===== src/rtl/blowfish128_pkg.sv =====
// Shared types and helpers for the Blowfish-128 round sequencer.
//   state_t  : sequencer FSM states
//   BLOCK_W  : full block width (two halves)
//   HALF_W   : Feistel half width
//   p_index  : round -> P-array index, reversed for decryption
package blowfish128_pkg;

  localparam int BLOCK_W = 128;
  localparam int HALF_W  = 64;

  typedef enum logic [2:0] {
    IDLE, XOR_P, F_RUN, F_CLR, FIN0, FIN1, DONE
  } state_t;

  // Encryption walks P[0..N+1]; decryption walks the same array backwards.
  function automatic int unsigned p_index(input int unsigned i,
                                          input logic        dir,
                                          input int unsigned num_rounds);
    return dir ? (num_rounds + 1 - i) : i;
  endfunction

endpackage


===== src/rtl/blowfish128_round_ctrl.sv =====
// Iterative Feistel round sequencer for the Blowfish-128 core. Drives the
// peer F-function instance and the P-array key store.
//
// Ports:
//   Clk, RstN          clock, async active-low reset
//   inValid/inReady    input block handshake (ready only in IDLE)
//   dataIn             input block {L,R}
//   Decrypt            direction, sampled at acceptance
//   outValid/outReady  result handshake
//   dataOut            result block {L,R}, held while stalled
//   pIdx / pKey        subkey index out, P[pIdx] back in the same cycle
//   fEnable/fX         F-function enable (low clears it) and input
//   fY/fValid          F-function result and its valid
//   busy               high outside IDLE
//
// Build option: BLOWFISH128_DECRYPT_EN enables the decrypt direction.
// Without it the Decrypt port is present but ignored (encrypt only).
module blowfish128_round_ctrl
  import blowfish128_pkg::*;
#(
  parameter int NUM_ROUNDS = 16,
  parameter int PIDX_W     = 5
) (
  input  logic               Clk,
  input  logic               RstN,
  input  logic               inValid,
  output logic               inReady,
  input  logic [BLOCK_W-1:0] dataIn,
  input  logic               Decrypt,
  output logic               outValid,
  input  logic               outReady,
  output logic [BLOCK_W-1:0] dataOut,
  output logic [PIDX_W-1:0]  pIdx,
  input  logic [HALF_W-1:0]  pKey,
  output logic               fEnable,
  output logic [HALF_W-1:0]  fX,
  input  logic [HALF_W-1:0]  fY,
  input  logic               fValid,
  output logic               busy
);

  state_t              state, state_nx;
  logic [HALF_W-1:0]   l_q, l_nx, r_q, r_nx;
  logic [PIDX_W-1:0]   round_q, round_nx;
  logic [PIDX_W-1:0]   pidx_q, pidx_nx;
  logic                dir_q, dir_nx, dir_in;
  logic                out_vld_q, out_vld_nx;
  logic [BLOCK_W-1:0]  dout_q, dout_nx;

`ifdef BLOWFISH128_DECRYPT_EN
  assign dir_in = Decrypt;
`else
  logic decrypt_unused;
  assign decrypt_unused = Decrypt;
  assign dir_in         = 1'b0;
`endif

  // Subkey index is only driven in the three key-consuming states and
  // otherwise holds, so the key store sees a stable address.
  always_comb begin
    pidx_nx = pidx_q;
    case (state)
      XOR_P: pidx_nx = PIDX_W'(p_index(32'(round_q), dir_q, unsigned'(NUM_ROUNDS)));
      FIN0:  pidx_nx = PIDX_W'(p_index(unsigned'(NUM_ROUNDS), dir_q, unsigned'(NUM_ROUNDS)));
      FIN1:  pidx_nx = PIDX_W'(p_index(unsigned'(NUM_ROUNDS + 1), dir_q, unsigned'(NUM_ROUNDS)));
      default: ;
    endcase
  end

  always_comb begin
    state_nx   = state;
    l_nx       = l_q;
    r_nx       = r_q;
    round_nx   = round_q;
    dir_nx     = dir_q;
    out_vld_nx = out_vld_q;
    dout_nx    = dout_q;
    case (state)
      IDLE: begin
        if (inValid) begin
          l_nx     = dataIn[BLOCK_W-1:HALF_W];
          r_nx     = dataIn[HALF_W-1:0];
          round_nx = '0;
          dir_nx   = dir_in;
          state_nx = XOR_P;
        end
      end
      XOR_P: begin
        l_nx     = l_q ^ pKey;
        state_nx = F_RUN;
      end
      F_RUN: begin
        // Round body fused with the half swap.
        if (fValid) begin
          l_nx     = r_q ^ fY;
          r_nx     = l_q;
          round_nx = round_q + 1'b1;
          state_nx = F_CLR;
        end
      end
      F_CLR: begin
        // One cycle with fEnable low flushes the F-function.
        state_nx = (round_q == PIDX_W'(NUM_ROUNDS)) ? FIN0 : XOR_P;
      end
      FIN0: begin
        // Undo the final swap and whiten the right half.
        l_nx     = r_q;
        r_nx     = l_q ^ pKey;
        state_nx = FIN1;
      end
      FIN1: begin
        l_nx       = l_q ^ pKey;
        dout_nx    = {l_q ^ pKey, r_q};
        out_vld_nx = 1'b1;
        state_nx   = DONE;
      end
      DONE: begin
        if (outReady) begin
          out_vld_nx = 1'b0;
          state_nx   = IDLE;
        end
      end
      default: state_nx = IDLE;
    endcase
  end

  always_ff @(posedge Clk or negedge RstN) begin
    if (!RstN) begin
      state     <= IDLE;
      l_q       <= '0;
      r_q       <= '0;
      round_q   <= '0;
      dir_q     <= 1'b0;
      pidx_q    <= '0;
      out_vld_q <= 1'b0;
      dout_q    <= '0;
    end else begin
      state     <= state_nx;
      l_q       <= l_nx;
      r_q       <= r_nx;
      round_q   <= round_nx;
      dir_q     <= dir_nx;
      pidx_q    <= pidx_nx;
      out_vld_q <= out_vld_nx;
      dout_q    <= dout_nx;
    end
  end

  // fEnable decodes from the state register, so reset drops it immediately.
  assign inReady  = RstN && (state == IDLE);
  assign busy     = (state != IDLE);
  assign fEnable  = (state == F_RUN);
  assign fX       = l_q;
  assign pIdx     = pidx_nx;
  assign outValid = out_vld_q;
  assign dataOut  = dout_q;

endmodule


===== config.mk =====
export PLATFORM = sky130hd
export DESIGN_NAME = blowfish128_round_ctrl
export DESIGN_NICKNAME = d
export VERILOG_FILES = /design/src/rtl/blowfish128_pkg.sv /design/src/rtl/blowfish128_round_ctrl.sv
export SDC_FILE = /design/constraint.sdc
export NUM_CORES = 1
export LEC_CHECK = 0
export BUFFER_PORTS_ARGS = -buffer_cell sky130_fd_sc_hd__buf_2
export CAP_MARGIN = 20
export CORE_AREA = 4 4 176 178
export CTS_BUF_LIST = sky130_fd_sc_hd__clkbuf_8
export CTS_CLUSTER_SIZE = 40
export DETAILED_ROUTE_END_ITERATION = 7
export DIE_AREA = 0 0 180 182
export GPL_ROUTABILITY_DRIVEN = 0
export PLACE_DENSITY = 0.8
export SYNTH_ARGS = -nofsm -noshare
export SYNTH_HDL_FRONTEND = slang
export SYNTH_SLANG_ARGS = --single-unit

===== constraint.sdc =====
create_clock -name Clk -period 3.2 [get_ports Clk]
set_input_delay 0.32 -clock Clk [delete_from_list [all_inputs] [get_ports Clk]]
set_output_delay 0.32 -clock Clk [all_outputs]
set_load 0.01 [all_outputs]

==> impl_metrics.toml <==
[clock_network]
tritoncts = "built"
clockBufferDepth = 3
numClockSinks = 270
clock-root-buffer = "clkbuf_8"
insertion_delay_ps = 560
cts_resized = 0
post_cts_buffers = 0
cts_buffers = 48
cts_hold_buf = 1
h-tree-depth = 2
path_clk_slew_ps = 60

[route]
vias_per_cell = 6.15
wire_per_inst_um = 22.3
drc_errors = 0
drt_pass1_iterations = 7
antenna_violating_nets_post_route = 0
drt_iter0_markers = 1727
vias = 15300
drt_wl_total_um = 55500

[timing]
hold_viol_final = 0
max_slew.worst_pin.slew_ps = 942
final.setup.worst_slack_ps = 226
slew_headroom_pct = 37.2
tns_ps = 0
period_needed_ps = 2970
skew_ps = 18.3
rsz0062_at_grt = "false"
clock.fmax_mhz = 336
hold_ws_ps = 67.2
fin_crit_sh_pct = 93.0
setup_viol = 0
finalMaxSlewViolations = 0

[synthesis]
syn_nets = 1919
yosysSeqAreaShare_pct = 44.8
synth_area_sq_um = 15100
synth_cells = 1655
ys.flop_type = "dfrtp_1"
synth_top_area_share_pct = 44.8
synth_cell_types = 45
synth_area_leaders = "dfrtp_1 (45%), xnor2_1 (7.4%), o21ai_0 (6.9%)"
ys_seq_elements = 270
postSynthAreaPerCell_sq_um = 9.10
yosys_warnings = 0
synth_edf_count = 0
async_flop_share_pct = 100
yosys.area.top_type = "dfrtp_1"

[grt]
antenna_found_initial = 18
gr-usage-all-layers_pct = 32.5
grt_pass1_vias = 15800
grt-ovfl-total = 0
grt_start_max_net_pins = 193
grt_pass1_wl_um = 86700

[power_and_ir_drop]
pwr_density_cell_nw_per_um2 = 916
ir_worst_vdd_mv = 0.590
p_leak_uw = 0.00852

[worst_setup_path]
crit_path_end_kind = "primary output"
critical_path_buf_inv_count = 2
cp_max_fo = 45
path_cells = "or3_4, buf_4, buf_2"
cpPeakStageDelay_ps = 730
worstPathArrival_ps = 2650
crit_type = "reg -> out"
required_ps = 2880
slowest_stage = "dfrtp_4"
critPathTopFamily = "buffers and inverters"
startpoint_type = "register"

[cells_and_area]
syn2layout_area_growth_pct = 23.5
layout_commonest_cell = "buf_2"
final_cell_mix = "buf_2 (460), dfrtp_1 (267), o21ai_0 (209)"
drive_above_1_share_pct = 30.6
nets = 2311
instances_no_fill = 2490
fin_area_sq_um = 18600

[place]
placedCellCount = 2386
pre_cts_slack_ps = 674
detailed_place_hpwl_um = 36000
place_area_sq_um = 17600
portBuffers = 461

[job]
drv_cap = 0

[die]
core_sq_um = 29400
fp.dieH_um = 182
row_count = 63
io_pins = 463
die_width_um = 180
die_area_sq_um = 32800
initial_utilization_pct = 51.2

[worst_hold_path]
hold_class = "in -> reg"

[status]
status = "completed"
[power by group]
group / switching (uW) / internal [uW]
sequential: 1310 / 4350
clock: 1460 / 1870
combinational: 4990 / 3060
total: 7760 / 9280
[flip-flops by register name (all words and copies together) (netlist names)]
register and cells:
outValid 1, round_q 5, r_q 64, state 3, pidx_q 5, fX 64, dataOut 128
[worst min-delay path: cells and delay by family]
kind	cells	cell delay (ps)
buffers and inverters	1	70
AO/OA/AOI/OAI	2	190
[synthesized netlist by cell type, types with 35 or more instances]
cell type  count
nor2_1        35
xnor2_1      128
o22ai_1       65
nor2b_1       69
nand3_1       36
a21oi_1      172
o31ai_1       64
dfrtp_1      270
mux2_2        62
o21ai_0      209
buf_2         39
clkbuf_1      87
o21bai_1      36
nand2_1      200
nor3b_1       35
[path summary, 6_finish.rpt]
path                                          startpoint                        to  slack, ps  cells after the start
worst min register to register  dataOut[103]$_DFFE_PN0P_  dataOut[103]$_DFFE_PN0P_        470                      2
min in group asynchronous                           RstN    round_q[4]$_DFFE_PN0P_        400                      2
worst max-delay path                state[2]$_DFFE_PN0P_                      busy        230                      3
worst min-delay path                           dataIn[8]        r_q[8]$_DFFE_PN0P_         70                      3
max in group asynchronous                           RstN         fX[4]$_DFFE_PN0P_       1570                      3
worst max register to register      state[2]$_DFFE_PN0P_        fX[16]$_DFFE_PN0P_        640                      5
[metrics by stage]
stage                     power (uW)  util [%]
after floorplan                10700         -
after global placement         13300      59.7
after detailed placement       13600      59.7
after CTS                      16900      63.1
after global routing           18100      63.2
final                          17000      63.3
[layout make-up]
class | instances | area [sq um]
Sequential cell | 270 | 6770
Timing Repair Buffer | 493 | 2660
Multi-Input combinational cell | 1228 | 7630
Fill cell | 2477 | 10800
Clock inverter | 27 | 158
Tap cell | 390 | 488
Clock buffer | 61 | 840
Antenna cell | 15 | 37.5
Inverter | 6 | 23.8
[logic make-up after synthesis]
family,synth area share (%)
AO/OA/AOI/OAI,25.4
XOR/XNOR,7.44
adder cells (fa/ha/maj),0.166
buffers and inverters,4.88
flip-flops,44.8
multiplexers,4.85
AND/OR/NAND/NOR,12.4
[metal layers]
metal	share of wire, %	GRT usage [%]	up-vias
li1	-	-	6752
met1	37	41.2	7267
met2	47	51.9	1079
met3	11	8.19	220
met4	5.0	16.8	6
met5	0.049	0	-
Power figures use the tool's default switching activity.
